$ cat src/rtl/csr_unit.sv
// csr_unit
//   Machine-mode CSR file with trap entry and MRET for a single-issue pipeline
//   stage. Holds mstatus (MIE/MPIE), mie (MEIE/MTIE), mtvec, mepc and mcause,
//   and exposes a read-only mip built from two synchronized interrupt lines.
//
// Ports
//   i_clk          clock, all state updates on the rising edge
//   i_reset        asynchronous active-high reset
//   i_csr_en       stage holds a SYSTEM-opcode instruction
//   i_csr_op       funct3 (001 RW, 010 RS, 011 RC, 101/110/111 immediate forms)
//   i_csr_addr     12-bit CSR address
//   i_csr_wdata    rs1 value or zero-extended zimm
//   i_mret         stage holds MRET
//   i_pc           PC of the instruction in this stage
//   i_pc_vld       stage holds a real instruction
//   i_stall        stage frozen, no architectural update
//   i_irq_ext      external interrupt request (asynchronous level)
//   i_irq_timer    timer interrupt request (asynchronous level)
//   o_csr_rdata    pre-write value of the addressed CSR (0 if unsupported)
//   o_redirect     one-cycle flush/redirect pulse
//   o_redirect_pc  redirect target
//   o_in_trap      handler-active flag

module csr_unit #(
  parameter logic [31:0] MTVEC_RST = 32'h0000_0100
) (
  input  logic        i_clk,
  input  logic        i_reset,
  input  logic        i_csr_en,
  input  logic [2:0]  i_csr_op,
  input  logic [11:0] i_csr_addr,
  input  logic [31:0] i_csr_wdata,
  input  logic        i_mret,
  input  logic [31:0] i_pc,
  input  logic        i_pc_vld,
  input  logic        i_stall,
  input  logic        i_irq_ext,
  input  logic        i_irq_timer,
  output logic [31:0] o_csr_rdata,
  output logic        o_redirect,
  output logic [31:0] o_redirect_pc,
  output logic        o_in_trap
);

  localparam logic [11:0] ADDR_MSTATUS = 12'h300;
  localparam logic [11:0] ADDR_MIE     = 12'h304;
  localparam logic [11:0] ADDR_MTVEC   = 12'h305;
  localparam logic [11:0] ADDR_MEPC    = 12'h341;
  localparam logic [11:0] ADDR_MCAUSE  = 12'h342;
  localparam logic [11:0] ADDR_MIP     = 12'h344;

  localparam logic [31:0] CAUSE_EXT   = 32'h8000_000B;
  localparam logic [31:0] CAUSE_TIMER = 32'h8000_0007;

  logic        ext_s1, ext_s2;
  logic        tmr_s1, tmr_s2;
  logic        mstatus_mie, mstatus_mpie;
  logic        mie_meie, mie_mtie;
  logic [31:0] mtvec_q;
  logic [31:0] mepc_q;
  logic [31:0] mcause_q;
  logic        in_trap_q;

  logic        ext_hit, tmr_hit;
  logic        pending;
  logic        active;
  logic        take_trap;
  logic        do_mret;
  logic        csr_we;
  logic [31:0] csr_new;
  logic        unused_bits;

  // Two-flop synchronizers; they keep running through stalls and bubbles so
  // mip always reflects the request lines two edges later.
  always_ff @(posedge i_clk or posedge i_reset) begin
    if (i_reset) begin
      ext_s1 <= 1'b0;
      ext_s2 <= 1'b0;
      tmr_s1 <= 1'b0;
      tmr_s2 <= 1'b0;
    end else begin
      ext_s1 <= i_irq_ext;
      ext_s2 <= ext_s1;
      tmr_s1 <= i_irq_timer;
      tmr_s2 <= tmr_s1;
    end
  end

  // Event decode: a trap pre-empts both MRET and a CSR write in the same
  // cycle, and nothing happens unless the stage holds a live, unstalled
  // instruction.
  always_comb begin
    ext_hit   = mie_meie & ext_s2;
    tmr_hit   = mie_mtie & tmr_s2;
    pending   = mstatus_mie & (ext_hit | tmr_hit);
    active    = i_pc_vld & ~i_stall;
    take_trap = pending & active;
    do_mret   = i_mret & active & ~take_trap;
    csr_we    = i_csr_en & (i_csr_op != 3'b000) & ~i_mret & active & ~take_trap;
  end

  // Combinational read of the old value; also the operand for set/clear.
  always_comb begin
    o_csr_rdata = 32'h0;
    case (i_csr_addr)
      ADDR_MSTATUS: o_csr_rdata = {24'h0, mstatus_mpie, 3'b000, mstatus_mie, 3'b000};
      ADDR_MIE:     o_csr_rdata = {20'h0, mie_meie, 3'b000, mie_mtie, 7'h00};
      ADDR_MTVEC:   o_csr_rdata = mtvec_q;
      ADDR_MEPC:    o_csr_rdata = mepc_q;
      ADDR_MCAUSE:  o_csr_rdata = mcause_q;
      ADDR_MIP:     o_csr_rdata = {20'h0, ext_s2, 3'b000, tmr_s2, 7'h00};
      default:      o_csr_rdata = 32'h0;
    endcase
  end

  // The low two funct3 bits select the operation for both register and
  // immediate forms; 100 (reserved) leaves the value unchanged.
  always_comb begin
    csr_new = o_csr_rdata;
    case (i_csr_op[1:0])
      2'b01:   csr_new = i_csr_wdata;
      2'b10:   csr_new = o_csr_rdata | i_csr_wdata;
      2'b11:   csr_new = o_csr_rdata & ~i_csr_wdata;
      default: csr_new = o_csr_rdata;
    endcase
  end

  // Architectural state. Trap and MRET are mutually exclusive by
  // construction, and a CSR write is only possible when neither occurs.
  always_ff @(posedge i_clk or posedge i_reset) begin
    if (i_reset) begin
      mstatus_mie  <= 1'b0;
      mstatus_mpie <= 1'b0;
      mie_meie     <= 1'b0;
      mie_mtie     <= 1'b0;
      mtvec_q      <= {MTVEC_RST[31:2], 2'b00};
      mepc_q       <= 32'h0;
      mcause_q     <= 32'h0;
      in_trap_q    <= 1'b0;
    end else if (take_trap) begin
      mepc_q       <= {i_pc[31:2], 2'b00};
      mcause_q     <= ext_hit ? CAUSE_EXT : CAUSE_TIMER;
      mstatus_mpie <= mstatus_mie;
      mstatus_mie  <= 1'b0;
      in_trap_q    <= 1'b1;
    end else if (do_mret) begin
      mstatus_mie  <= mstatus_mpie;
      mstatus_mpie <= 1'b1;
      in_trap_q    <= 1'b0;
    end else if (csr_we) begin
      case (i_csr_addr)
        ADDR_MSTATUS: begin
          mstatus_mie  <= csr_new[3];
          mstatus_mpie <= csr_new[7];
        end
        ADDR_MIE: begin
          mie_meie <= csr_new[11];
          mie_mtie <= csr_new[7];
        end
        ADDR_MTVEC:  mtvec_q  <= {csr_new[31:2], 2'b00};
        ADDR_MEPC:   mepc_q   <= {csr_new[31:2], 2'b00};
        ADDR_MCAUSE: mcause_q <= csr_new;
        default: ;
      endcase
    end
  end

  // Redirect is a pure function of this cycle's decode; reset forces it low
  // so a trap or MRET in flight at reset never leaks out.
  always_comb begin
    o_redirect    = 1'b0;
    o_redirect_pc = 32'h0;
    if (!i_reset) begin
      if (take_trap) begin
        o_redirect    = 1'b1;
        o_redirect_pc = mtvec_q;
      end else if (do_mret) begin
        o_redirect    = 1'b1;
        o_redirect_pc = mepc_q;
      end
    end
  end

  assign o_in_trap   = in_trap_q;
  assign unused_bits = ^i_pc[1:0];

endmodule

$ cat config.mk
export PLATFORM = sky130hd
export DESIGN_NAME = csr_unit
export DESIGN_NICKNAME = d
export VERILOG_FILES = /design/src/rtl/csr_unit.sv
export SDC_FILE = /design/constraint.sdc
export NUM_CORES = 1
export LEC_CHECK = 0
export ABC_CLOCK_PERIOD_IN_PS = 3900
export BUFFER_PORTS_ARGS = -buffer_cell sky130_fd_sc_hd__buf_4
export CORE_ASPECT_RATIO = 1.1
export CORE_MARGIN = 2
export CORE_UTILIZATION = 45
export DETAILED_ROUTE_END_ITERATION = 8
export GPL_ROUTABILITY_DRIVEN = 1
export PLACE_DENSITY = 0.72
export SKIP_CTS_REPAIR_TIMING = 1
export SYNTH_ARGS = -nofsm -noshare
export SYNTH_HDL_FRONTEND = slang
export SYNTH_SLANG_ARGS = --single-unit
$ cat constraint.sdc
create_clock -name i_clk -period 3.9 [get_ports i_clk]
set_input_delay 0.975 -clock i_clk [delete_from_list [all_inputs] [get_ports i_clk]]
set_output_delay 0.975 -clock i_clk [all_outputs]
set_load 0.01 [all_outputs]
==> Yosys cells after proc, flatten, opt, wreduce, memory -nomap -nowiden <==
Cells that the tools add are included.
{ "word_totals": {"ff_bits": 103, "in_bits": 87, "output_inout_bits": 66} }
{ "op_classes": {"eq_ne": 10, "muxes": 27, "bitwise_logic": 19, "n_reduce_logical": 12} }
{ "ops": {"columns": ["operator", "count"], "rows": [
  ["$mux W32", 11],
  ["$pmux W32 S6", 1],
  ["$pmux W32 S3", 1],
  ["$eq A12 B10 Y1 const B", 6],
  ["$and A32 B32 Y32", 1],
  ["$not A32 Y32", 1],
  ["$or A32 B32 Y32", 1],
  ["$mux W1", 13],
  ["$and A1 B1 Y1", 11],
  ["$reduce_bool A3 Y1", 3],
  ["$reduce_and A4 Y1", 2],
  ["$reduce_bool A2 Y1", 4],
  ["$reduce_and A3 Y1", 2],
  ["$eq A2 B2 Y1 const B", 2],
  ["$mux W4", 1],
  ["$not A1 Y1", 4],
  ["$eq A2 B1 Y1 const B", 1],
  ["$ne A2 B2 Y1 const B", 1],
  ["$reduce_and A2 Y1", 1],
  ["$or A1 B1 Y1", 1]
]} }

==> Longest topological paths before layout <==
{ "depth": {"word_depth": 9, "ltp_mapped": 10, "depth_no_buf": 6} }

==> Least setup slack after synthesis <==
No wires, ideal clock.
{ "synth_timing": {"path_type": "input-to-output", "start": "in i_csr_addr[5]", "end": "out o_csr_rdata[24]", "arrival_time_ns": 2.315, "t_required_ns": 2.925, "path_slack_ns": 0.610, "cell_stages": 5, "n_path_buf": 1, "path_cell_list": "or4b_4 nor4b_4 buf_6 a222oi_1 inv_1"} }
{ "synth_between": {"elab_chain_len": 2} }
{ "synth_rtl": {"columns": ["element", "line", "source"], "rows": [
  ["start: declaration", "31", "input logic [11:0] i_csr_addr,"],
  ["$eq A12 B10 Y1", "105", "case (i_csr_addr)"],
  ["$pmux W32 S6 (*)", "105", null],
  ["end: declaration", "39", "output logic [31:0] o_csr_rdata,"]
]} }
Mark *: on every way between the ends. The rest lies on a longest branch, timed or not.

==> Worst setup path in the final report <==
{ "layout_timing": {"start": "in i_csr_addr[5]", "end": "out o_csr_rdata[26]"} }
Same word-level chain as after synthesis.

==> impl_summary.log <==
INFO  metric worst_setup_hold_path_clk_slew = 0.06 ns
INFO  metric synth_area_per_cell = 8.63 sq um
INFO  metric grt_max_degree = 82
INFO  metric timing.final.hold_violations = 0
INFO  metric cp-start-kind = input pin
INFO  metric critical_path.max_fanout = 7
INFO  metric number_of_buffers_inserted_during_clock_tree_synthesis = 9
INFO  metric clock.fmax = 0.274 GHz
INFO  metric drt_drc_violations_left = 0
INFO  metric first_pass_iteration_count_of_the_detailed_router = 5
INFO  metric status = finished clean
INFO  metric grt_setup_unrepaired = no
INFO  metric worst_ep_required_time = 2.92 ns
INFO  metric cts_tree = done
INFO  metric worst_setup_path_end_kind = output pin
INFO  metric dr_total_vias = 6,014
INFO  metric via_count_of_the_first_global_routing_pass = 6,096
INFO  metric timing.final.crit_share = 0.936
INFO  metric post_drt_via_cell_ratio = 6.04
INFO  metric worst_ir_drop_vdd = 218 uV
INFO  metric max_flop_register = mcause_q
INFO  metric area_leader_netlist = sky130_fd_sc_hd__dfrtp_1
INFO  metric total_leakage_power = 3.70 nW
INFO  metric die_area = 14,400 sq um
INFO  metric min-delay-start = tmr_s1
INFO  metric finalCriticalPeriod = 3.65 ns
INFO  metric globalRoute.busiestLayer = met2
INFO  metric synth.ff_latch_count = 101
INFO  metric worstHoldPathType = register to register
INFO  metric gr-usage-met3 = 0.0356
INFO  metric rows = 44
INFO  metric boundaryPins = 153
INFO  metric post-place-cells = 980
INFO  metric synth_cell_type_count = 54
INFO  metric grt_use_met2 = 0.442
INFO  metric cts_htree_levels = 3
INFO  metric gr-usage-all-layers = 0.268
INFO  metric postLayoutCoreUtil = 0.587
INFO  metric worstSetupStartpoint = i_csr_addr[5]
INFO  metric powerDensity = 289 nW/um^2
INFO  metric clock_network_latency_to_the_later_pin_of_the_worst_skew_pair = 0.35 ns
INFO  metric post_synth_instance_area = 6060 sq um
INFO  metric detail-route-antenna-nets = 0
INFO  metric final_layout_size_suffix_gt1_frac = 0.263
INFO  metric grt_pass1_wl = 30,900 um
INFO  metric r2r_start = mie_meie
INFO  metric placement.io_buffers = 148
INFO  metric cap_violations = 0
INFO  metric synth_cells = 702
INFO  metric data_arrival_time_of_the_worst_path = 2.67 ns
INFO  metric final_cells = 995
INFO  metric postSynth.asyncResetShare = 1.00
INFO  metric clock-root-buffer = sky130_fd_sc_hd__clkbuf_16
INFO  metric final_common_cell = sky130_fd_sc_hd__buf_4
INFO  metric chipWidth = 115 um
INFO  metric floorplan.initialDensity = 0.461
INFO  metric clock_skew = 0.00919 ns
INFO  metric netlist.area_leader.share = 0.413
INFO  metric yosysWarnings = 0
INFO  metric max_ffs_per_register = 32
INFO  metric numClockSinks = 101
INFO  metric initialDrtViolationCount = 525
INFO  metric timing_worst_slew_pin_value = 1.01 ns
INFO  metric worstSetupPathType = input pin to output pin
INFO  metric syn2layout_area_growth = 27.3%
INFO  metric fp.coreArea = 13,200 sq um
INFO  metric most_frequent_cells_in_the_layout = sky130_fd_sc_hd__buf_4, sky130_fd_sc_hd__dfrtp_1, sky130_fd_sc_hd__nand2_1
INFO  metric drt_wl_total = 19,200 um
INFO  metric number_of_antenna_violations_at_the_first_check_in_global_routing = 0
INFO  metric synth_flop_cell = sky130_fd_sc_hd__dfrtp_1
INFO  metric dp.final_hpwl = 12,700 um
INFO  metric setup_total_negative_slack = 0 ns
INFO  metric slew_violations = 0
INFO  metric diodes = 0
INFO  metric synth_enable_flop_cells = 0
INFO  metric clock_tree.buffer_depth = 2
INFO  metric nets = 917
INFO  metric detail_route.wl_per_cell = 19.3 um
INFO  metric globalRoute.totalOverflow = 0
INFO  metric global_route.usage.met1 = 0.359
INFO  metric main_area_contributors_after_synthesis = sky130_fd_sc_hd__dfrtp_1, sky130_fd_sc_hd__a22o_1, sky130_fd_sc_hd__a22oi_1
INFO  metric reg_top3 = mcause_q x32, mepc_q x30, mtvec_q x30
INFO  metric gp_routability_congestion = 0.863
INFO  metric setup-violations-final = 0
INFO  metric synth-seq-area-share = 0.417
INFO  metric max_slew_margin = 0.328
INFO  metric height_of_the_die = 126 um
per-stage QoR:
step                setup WS (ns)  total power [mW]  cell area [sq um]  hold WS, ns
finish                      0.250              2.23               7720        0.347
global route                0.180              2.30               7720        0.356
CTS                         0.280              2.24               7720        0.350
detailed placement          0.268              1.34               7420        0.336
global placement            0.245              1.33               7420        0.335
floorplan                  0.0720              1.21               6060        0.331
worst max-delay path, stage by stage:
cell                       delay [ns]
sky130_fd_sc_hd__buf_4           0.12
sky130_fd_sc_hd__or4b_4          0.60
sky130_fd_sc_hd__nor4b_4         0.54
sky130_fd_sc_hd__a222oi_1        0.22
sky130_fd_sc_hd__inv_1           0.10
sky130_fd_sc_hd__buf_4           0.12
layout make-up:
type                       count  area (sq um)
clock buffer                  11           253
clock inverter                 4          47.5
fill                        1180          5440
inverter                      31           119
multi-input combinational    508          3160
sequential                   101          2530
tap                          161           201
timing repair buffer         179          1410
cell usage after synthesis (5+ instances only):
| master | count |
|---|---|
| sky130_fd_sc_hd__nand2_1 | 83 |
| sky130_fd_sc_hd__a211oi_1 | 5 |
| sky130_fd_sc_hd__xnor2_1 | 25 |
| sky130_fd_sc_hd__a31oi_1 | 5 |
| sky130_fd_sc_hd__o21ai_0 | 7 |
| sky130_fd_sc_hd__inv_1 | 31 |
| sky130_fd_sc_hd__a21oi_1 | 58 |
| sky130_fd_sc_hd__a211oi_2 | 5 |
| sky130_fd_sc_hd__nor2_1 | 47 |
| sky130_fd_sc_hd__o21a_1 | 23 |
| sky130_fd_sc_hd__buf_4 | 5 |
| sky130_fd_sc_hd__clkbuf_1 | 34 |
| sky130_fd_sc_hd__o21ai_1 | 78 |
| sky130_fd_sc_hd__a22o_1 | 47 |
| sky130_fd_sc_hd__nor2b_1 | 9 |
| sky130_fd_sc_hd__dfrtp_1 | 100 |
| sky130_fd_sc_hd__buf_1 | 5 |
| sky130_fd_sc_hd__buf_2 | 18 |
| sky130_fd_sc_hd__a22oi_1 | 54 |
logic make-up (layout without fill, tap and decap cells):
| logic type | after synthesis | count (layout) | share of synthesized area |
|---|---|---|---|
| muxes | 6 | 6 | 0.0107 |
| other | 1 | 2 | 0.000619 |
| AOI/OAI and AO/OA | 304 | 304 | 0.334 |
| xor gates and xnor gates | 26 | 26 | 0.0376 |
| and+or+nand+nor | 170 | 170 | 0.133 |
| buffers and inverters | 94 | 225 | 0.0663 |
| DFF | 101 | 101 | 0.417 |
layer usage:
metal	routed length, um	vias up
met4	394	0
met3	1670	36
met5	0	-
met2	9300	322
li1	-	2775
met1	7840	2881
where the power goes:
part / internal [mW] / switching (mW)
logic: 0.117 / 0.147
registers: 1.05 / 0.00347
clock network: 0.527 / 0.388
final timing paths:
check | end | slack [ns] | depth (start not counted)
setup / recovery | o_csr_rdata[26] | 0.25 | 6
hold / removal | tmr_s2 | 0.35 | 0
setup reg to reg | mcause_q[30] | 1.79 | 7
hold reg to reg | tmr_s2 | 0.35 | 0
max in group asynchronous | mcause_q[18] | 2.05 | 3
min in group asynchronous | mcause_q[28] | 1.10 | 2
Note: power is estimated with default switching activity, not from simulation.
